File: src/rtl/countdown_timer.sv
// Seconds countdown timer with BCD display digits, pause/resume and an expiry alarm.
// Count and state are registered; alarm is a pure gate of the expired flag with the blink input.
module countdown_timer #(
    parameter int MAX_SECS = 99
) (
    input  logic       clk,
    input  logic       rst_n,
    input  logic       tick_1hz,
    input  logic       blink_05hz,
    input  logic       clr,
    input  logic       load,
    input  logic [6:0] load_secs,
    input  logic       start,
    input  logic       pause,
    output logic [3:0] secs_tens,
    output logic [3:0] secs_ones,
    output logic       running,
    output logic       expired,
    output logic       done,
    output logic       alarm,
    output logic [1:0] state_dbg
);

    typedef enum logic [1:0] {
        IDLE    = 2'd0,
        RUN     = 2'd1,
        PAUSED  = 2'd2,
        EXPIRED = 2'd3
    } state_t;

    state_t     state, state_nxt;
    logic [3:0] tens_nxt, ones_nxt;
    logic       done_nxt;
    logic [6:0] clamped;
    logic       count_zero, count_one;

    assign clamped    = (load_secs > 7'(MAX_SECS)) ? 7'(MAX_SECS) : load_secs;
    assign count_zero = (secs_tens == 4'd0) && (secs_ones == 4'd0);
    assign count_one  = (secs_tens == 4'd0) && (secs_ones == 4'd1);

    always_comb begin
        state_nxt = state;
        tens_nxt  = secs_tens;
        ones_nxt  = secs_ones;
        done_nxt  = 1'b0;
        if (clr) begin
            state_nxt = IDLE;
            tens_nxt  = 4'd0;
            ones_nxt  = 4'd0;
        end else if (load && (state != RUN)) begin
            state_nxt = IDLE;
            tens_nxt  = 4'(clamped / 7'd10);
            ones_nxt  = 4'(clamped % 7'd10);
        end else begin
            case (state)
                IDLE, PAUSED: begin
                    if (start && !count_zero) state_nxt = RUN;
                end
                RUN: begin
                    // A coincident pause still takes the decrement; expiry overrides the pause.
                    if (tick_1hz && !count_zero) begin
                        if (secs_ones == 4'd0) begin
                            ones_nxt = 4'd9;
                            tens_nxt = secs_tens - 4'd1;
                        end else begin
                            ones_nxt = secs_ones - 4'd1;
                        end
                        if (count_one) begin
                            state_nxt = EXPIRED;
                            done_nxt  = 1'b1;
                        end else if (pause) begin
                            state_nxt = PAUSED;
                        end
                    end else if (pause) begin
                        state_nxt = PAUSED;
                    end
                end
                default: ;
            endcase
        end
    end

    always_ff @(posedge clk or negedge rst_n) begin
        if (!rst_n) begin
            state     <= IDLE;
            secs_tens <= 4'd0;
            secs_ones <= 4'd0;
            done      <= 1'b0;
        end else begin
            state     <= state_nxt;
            secs_tens <= tens_nxt;
            secs_ones <= ones_nxt;
            done      <= done_nxt;
        end
    end

    assign running   = (state == RUN);
    assign expired   = (state == EXPIRED);
    assign alarm     = expired & blink_05hz;
    assign state_dbg = state;

endmodule

File: config.mk
export PLATFORM = sky130hd
export DESIGN_NAME = countdown_timer
export DESIGN_NICKNAME = d
export VERILOG_FILES = /design/src/rtl/countdown_timer.sv
export SDC_FILE = /design/constraint.sdc
export NUM_CORES = 1
export LEC_CHECK = 0
export CAP_MARGIN = 20
export CORE_ASPECT_RATIO = 1.1
export CORE_MARGIN = 2
export CORE_UTILIZATION = 35
export CTS_BUF_LIST = sky130_fd_sc_hd__clkbuf_4
export DETAILED_ROUTE_END_ITERATION = 10
export HOLD_SLACK_MARGIN = 0.15
export SETUP_SLACK_MARGIN = 0.15
export SYNTH_ARGS = -nofsm -noshare
export SYNTH_HDL_FRONTEND = slang
export SYNTH_SLANG_ARGS = --single-unit
File: constraint.sdc
create_clock -name clk -period 2.34 [get_ports clk]
set_clock_uncertainty 0.1 [all_clocks]
set_input_delay 0.468 -clock clk [delete_from_list [all_inputs] [get_ports clk]]
set_output_delay 0.468 -clock clk [all_outputs]
set_load 0.02 [all_outputs]
==> out/metrics.yaml, run 1 <==
routed_wl_um: 3900
syn_nets: 187
clkTransAtPathRegs_ps: 70
die_y_um: 67.1
grt_pass1_wl_um: 6430
cp.depth: 18
hold_violations: 0
ys_ff_latch: 11
slew_viol_final: 0
syn_inst: 165
cts_max_level: 1
syn_to_final_growth_pct: 63.4
cp.required_ps: 2440
clkLatencyLatePin_ps: 280
fin_util_pct: 60.6
grt_overflow: 0
routedWlPerCell_um: 13.9
synth.distinct_cells: 49
tightest_slew_ps: 518
drive_above_1_share_pct: 37.1
grt_use_total_pct: 20.5
ant_nets: 0
critPathBufInv: 5
crit_family: "compound AO/OA/AOI/OAI gates"
rsz0062_at_grt: "yes"
setup_ws_ps: -669
start_kind: "input port"
period_needed_ps: 3010
hpwl_um: 3040
cpMaxStageDelayCell: "a2111o_1"
nets: 255
dieArea_um2: 4120
critPathMaxFanout: 7
first_global_vias: 1487
yosysSeqAreaShare_pct: 21.7
first_pass_iters: 4
max_freq_mhz: 332
core_um2: 3410
drc: 0
cts_root_buf: "clkbuf_4"
worst_r2r_endpoint: "secs_ones[1]$_DFFE_PN0P_"
p_per_area_nw_per_um2: 488
vias_per_cell: 5.46
r2r-start: "secs_ones[0]$_DFFE_PN0P_"
crit_chain: "buf_8 -> nand2_4 -> and2_4 -> ha_4 -> o21a_1 -> o21ai_2 -> ha_4 -> o21ai_2 -> nor3_2 -> a31oi_4 -> buf_4 -> buf_6 -> buf_6 -> a2111o_1 -> o211ai_4 -> buf_4 -> a21boi_2 -> o31ai_2"
vias: 1528
cts.sinks: 11
drv_cap: 0
diodes: 0
mappedNetlistArea_um2: 1270
io_buffers: 28
irDropWorstVdd_uv: 150
cts_tree: "built"
violations: "setup timing"
rows: 22
gp_congestion: 0.852
grt_max_degree: 15
criticalPathCategory: "in -> reg"
numCtsBuffers: 3
r2r_setup_slack_ps: 280
hold_ws_ps: 427
synth.avg_cell_area_um2: 7.67
cp-end-kind: "flip-flop"
die_x_um: 61.4
cp_slowest_stage_delay_ps: 370
p_leak_nw: 0.873
arrival_ps: 3110
status: "finished, violations left"
drt_iter0_drc: 75
min_path_type: "in -> async"
clk_path_buf_depth: 2
setup_viol: 5
reg2reg_depth: 9
period_share_pct: 129
max_slew_margin_pct: 65.4
antenna_found_initial: 0
ios: 29
initial_utilization_pct: 37.1
tns_ps: -2720
synth_warnings: 0
## cell usage in the layout (no fill, tap or decap), drive strengths merged, types with 2 or more instances in the layout
cell type      instances
dlygate4sd2            2
nor4                   3
clkdlybuf4s50         23
and3                   5
o211ai                 3
a31oi                  2
a22oi                  2
nand2b                 4
a21o                   3
nand4b                 2
and2                   4
o21ai                 15
buf                   44
nand3                  3
o31ai                  4
o41ai                  2
clkbuf                 4
nand2                 13
ha                     7
nor3                  13
a21oi                 15
dfrtp                 11
or3                    3
nor2                  12
a211oi                 8
inv                   10
nor3b                  2
## synthesized netlist by cell type, drive strengths merged
library cell	instances	area share (%)
o21ai	15	6.2
a21boi	1	0.59
a31oi	2	1.5
clkbuf	3	0.89
nor2	12	3.6
dfrtp	11	22
nor2b	1	0.49
a211oi	8	5.5
or2	1	0.49
a32o	1	0.79
nand3	3	1.2
ha	7	6.9
and2	4	2.0
o31ai	4	2.8
mux2	1	1.2
and4b	1	1.1
inv	10	3.0
nand2b	4	2.0
o211ai	3	2.9
nand2	13	4.1
and3	5	2.6
a22oi	2	1.2
a21oi	15	6.2
buf	3	2.2
a311o	1	0.79
nor4	3	1.5
nor3b	2	1.2
mux2i	1	0.79
nor3	13	5.5
nand3b	1	0.59
a41oi	1	0.69
o22ai	1	0.49
a2111o	1	0.89
or3	3	1.5
o21a	1	0.59
o41ai	2	1.4
nand4b	2	1.4
a21o	3	1.8
## flip-flops by register name, indices dropped and copies added, names as in the netlist
signal     flops
secs_ones      4
done           1
state_dbg      2
secs_tens      4
## power by group
part	switching (mW)	total (mW)	internal, mW
Combinational	0.306	0.615	0.309
Clock	0.0689	0.147	0.0779
Sequential	0.0311	0.247	0.216
Total	0.406	1.01	0.603
## logic make-up (layout without fill, tap and decap cells)
logic type / count (synthesis) / after routing / synth area share, %
and+or+nand+nor: 68 / 68 / 29.1
adders and majority gates: 7 / 7 / 6.92
DFF: 11 / 11 / 21.7
muxes: 2 / 2 / 1.98
buffers and inverters: 16 / 83 / 6.03
AOI/OAI and AO/OA: 61 / 61 / 34.3
## metrics by stage
| stage | instances | cell area (µm²) | total power, mW | setup WS [ps] |
|---|---|---|---|---|
| final | 280 | 2070 | 1.01 | -669 |
| after floorplan | 165 | 1330 | 0.564 | -825 |
| after global placement | 265 | 1850 | 0.764 | -1330 |
| after detailed placement | 265 | 1850 | 0.774 | -1430 |
| after CTS | 276 | 1980 | 0.963 | -628 |
| after global routing | 280 | 2070 | 1.08 | -767 |
## how the worst max path moves through the flow
stage,start,endpoint
floorplan,load_secs[4],secs_ones[2]$_DFFE_PN0P_
global placement,load_secs[5],secs_ones[2]$_DFFE_PN0P_
detailed placement,load_secs[5],secs_ones[2]$_DFFE_PN0P_
CTS,load_secs[5],secs_ones[3]$_DFFE_PN0P_
global route,load_secs[5],secs_tens[0]$_DFFE_PN0P_
finish,load_secs[5],secs_tens[0]$_DFFE_PN0P_
## final cells by class
class	count	area (µm²)
multi-input cells	138	1060
well taps	48	60.1
inverters	10	37.5
flip-flops and latches	11	275
repair buffers	69	604
fillers	352	1340
clock buffers	4	30.0
## per-layer routing
layer	track usage [%]	part of all wire, %	vias up
li1	-	-	758
met3	1.17	3.9	7
met4	8.78	2.3	0
met1	21.7	41	716
met2	39.9	52	47
met5	0	0	-
## timing repair
| item | 4_1_cts | 5_1_grt |
|---|---|---|
| endpoints found under the setup margin | 8 | 7 |
| hold buffers | 0 | 0 |
| resized for setup | 27 | 14 |
| buffers inserted | 7 | 4 |
| pin swaps | 20 | 8 |
(Power assumes the default switching activity.)
==> run 2: changes to the inputs <==
--- a/config.mk
+++ b/config.mk
@@ -5,13 +5,13 @@
 export SDC_FILE = /design/constraint.sdc
 export NUM_CORES = 1
 export LEC_CHECK = 0
+export ABC_AREA = 1
 export CAP_MARGIN = 20
 export CORE_ASPECT_RATIO = 1.1
 export CORE_MARGIN = 2
 export CORE_UTILIZATION = 35
 export CTS_BUF_LIST = sky130_fd_sc_hd__clkbuf_4
 export DETAILED_ROUTE_END_ITERATION = 10
-export HOLD_SLACK_MARGIN = 0.15
 export SETUP_SLACK_MARGIN = 0.15
 export SYNTH_ARGS = -nofsm -noshare
 export SYNTH_HDL_FRONTEND = slang
==> run 2 against run 1 <==
Net effect: the run still ends with setup timing left; clock power fell by 3%; worst hold slack gained 11 ps; critical path depth grew 10; fmax rose by 17%; cell count rose by 1.4%; combinational power rose by 30%; worst setup slack improved by 440 ps; wire length fell by 13%; first-iteration DRC count decreased by 44%; core utilization grew 0.10 points; die area down 7.1%; largest cell class unchanged; largest power group unchanged.
==> out/metrics.yaml, run 2 <==
first_global_vias: 1432  # -3.7%
p_leak_nw: 1.01  # +15%
top_usage_layer: "met2"
critPathMaxFanout: 4  # -3
period_share_pct: 110  # -19 points
rows: 22  # unchanged
violations: "setup timing"
nets: 271  # +6.3%
routedWlPerCell_um: 12.0  # -14%
gp_congestion: 0.820  # -3.7%
ant_nets: 0  # unchanged
max_freq_mhz: 390  # +17%
drv_cap: 0  # unchanged
cts.sinks: 11  # unchanged
synth.avg_cell_area_um2: 6.57  # -14%
finalInstanceArea_um2: 1990  # -3.9%
criticalPathCategory: "in -> reg"
met3_usage_pct: 0.798  # -0.37 points
routed_wl_um: 3400  # -13%
diodes: 0  # unchanged
cts_max_level: 1  # unchanged
drt_iter0_drc: 42  # -44%
use_met2_pct: 37.1  # -2.8 points
dieArea_um2: 3820  # -7.1%
start_kind: "input port"
max_slew_margin_pct: 64.7  # -0.64 points
dpl.cell_count: 269  # +1.5%
ios: 29  # unchanged
mappedNetlistArea_um2: 1170  # -7.6%
setup_ws_ps: -225  # +444 ps
grt_use_total_pct: 19.2  # -1.2 points
cp-end-kind: "flip-flop"
r2r-start: "secs_ones[0]$_DFFE_PN0P_"
period_needed_ps: 2570  # -444 ps
syn_inst: 178  # +7.9%
status: "finished, violations left"
drc: 0  # unchanged
syn_to_final_growth_pct: 70.1
cts_root_buf: "clkbuf_4"
synth_top_area_cell: "dfrtp_1"
die_x_um: 59.1  # -3.6%
rsz0062_at_grt: "yes"
min_path_type: "in -> async"
synth_warnings: 0  # unchanged
irDropWorstVdd_uv: 175  # +17%
cp.required_ps: 2410  # -30 ps
pre_cts_ws_ps: -1080  # +352 ps
final_common_cell: "buf_4"
die_y_um: 64.6  # -3.7%
clkLatencyLatePin_ps: 270  # about the same
worst_path_most_repeated_cell: "nand2_4"
synth_edf_count: 0  # unchanged
mostFrequentLayoutCells: "buf_4, inv_1, nand2_1"
syn_nets: 200  # +7.0%
first_pass_iters: 7  # +3
synth.most_common_cell: "nand2_1"
hold_buffers: 0  # unchanged
cp_slowest_stage_delay_ps: 160  # -210 ps
initial_utilization_pct: 35.7  # -1.4 points
grt_overflow: 0  # unchanged
async_flop_share_pct: 100  # unchanged
setup_viol: 4  # -1
ys_ff_latch: 11  # unchanged
vias_per_cell: 4.90  # -10%
cpMaxStageDelayCell: "ha_4"
fin_util_pct: 60.7  # +0.10 points
grt_pass1_wl_um: 5840  # -9.1%
total_power_mw: 1.22  # +21%
grt_max_degree: 12  # -3
synth_top_area_share_pct: 23.5  # +1.8 points
ys.flop_type: "dfrtp_1"
grtUsageMet1_pct: 21.1  # -0.55 points
vias: 1391  # -9.0%
yosysSeqAreaShare_pct: 23.5  # +1.8 points
p_per_area_nw_per_um2: 614  # +26%
place_area_um2: 1790  # -3.4%
hold_violations: 0  # unchanged
slew_viol_final: 0  # unchanged
cts_tree: "built"
crit_start: "load_secs[6]"
arrival_ps: 2640  # -470 ps
tightest_slew_ps: 527  # +9.56 ps
clkTransAtPathRegs_ps: 70  # about the same
io_buffers: 28  # unchanged
synthTopCellsByArea: "dfrtp_1, nand2_1, inv_1"
stdcell_count: 284  # +1.4%
synth.distinct_cells: 25  # -49%
hpwl_um: 2640  # -13%
numCtsBuffers: 3  # unchanged
antenna_found_initial: 0  # unchanged
fillers: 311  # -12%
clk_path_buf_depth: 2  # unchanged
ys_top_cells_by_count: "nand2_1, inv_1, nor2_1"
core_um2: 3280  # -4.0%
drive_above_1_share_pct: 39.9  # +2.9 points
run 2: worst max-delay path: cells and delay by family:
family                   cells  cell delay, ps
adder cells (fa/ha/maj)      3             440
buffers and inverters        4             280
AO/OA/AOI/OAI                1              60
AND/OR/NAND/NOR             20            1380
run 2: per-stage QoR:
stage	hold WS (ps)	setup TNS, ps
after floorplan	72.4	-1110
after detailed placement	417	-5360
after global placement	424	-4860
after CTS	439	-801
final	438	-724
after global routing	479	-1340
run 2: area by class of cell:
type / instances / area, µm² / share of cell area, %
timing repair buffer: 66 / 576 / 28.9
multi-input combinational: 130 / 920 / 46.2
sequential: 11 / 275 / 13.8
clock buffer: 4 / 30.0 / 1.51
tap: 36 / 45.0 / 2.26
inverter: 37 / 144 / 7.23
run 2: final timing paths:
kind                                                 end  slack (ps)  cells after the start
worst max register to register  secs_tens[1]$_DFFE_PN0P_         250                     11
worst max-delay path            secs_ones[2]$_DFFE_PN0P_        -230                     28
worst min-delay path                      done$_DFF_PN0_         440                      1
min in group clk                secs_ones[1]$_DFFE_PN0P_         440                      2
max in group asynchronous       secs_tens[3]$_DFFE_PN0P_        1350                      1
worst min register to register  secs_ones[1]$_DFFE_PN0P_         440                      2
run 2: power by group:
group          switching [mW]  internal [mW]  leakage (nW)
Clock                  0.0638         0.0777        0.0184
Sequential             0.0496          0.234         0.143
Combinational           0.433          0.364         0.847
Total                   0.546          0.676          1.01
run 2: what timing repair did:
item	in CTS	in global routing
endpoints found under the hold margin	0	0
cloned	0	0
setup buffers	7	4
resized for setup	28	15
pin swaps	20	11
endpoints found under the setup margin	8	7
run 2: cells by family (layout without fill, tap and decap cells):
kind of cell,Yosys count,after routing,synth area share (%)
AOI/OAI and AO/OA,21,21,10.9
adders and majority gates,7,7,7.49
and+or+nand+nor,98,98,43.2
buffers and inverters,37,107,11.9
DFF,11,11,23.5
xor gates and xnor gates,4,4,2.99
run 2: routing by layer:
layer,vias to the layer above,routed length [µm]
met5,-,0
met4,0,50
met3,6,80
met2,29,1950
met1,638,1320
li1,718,-
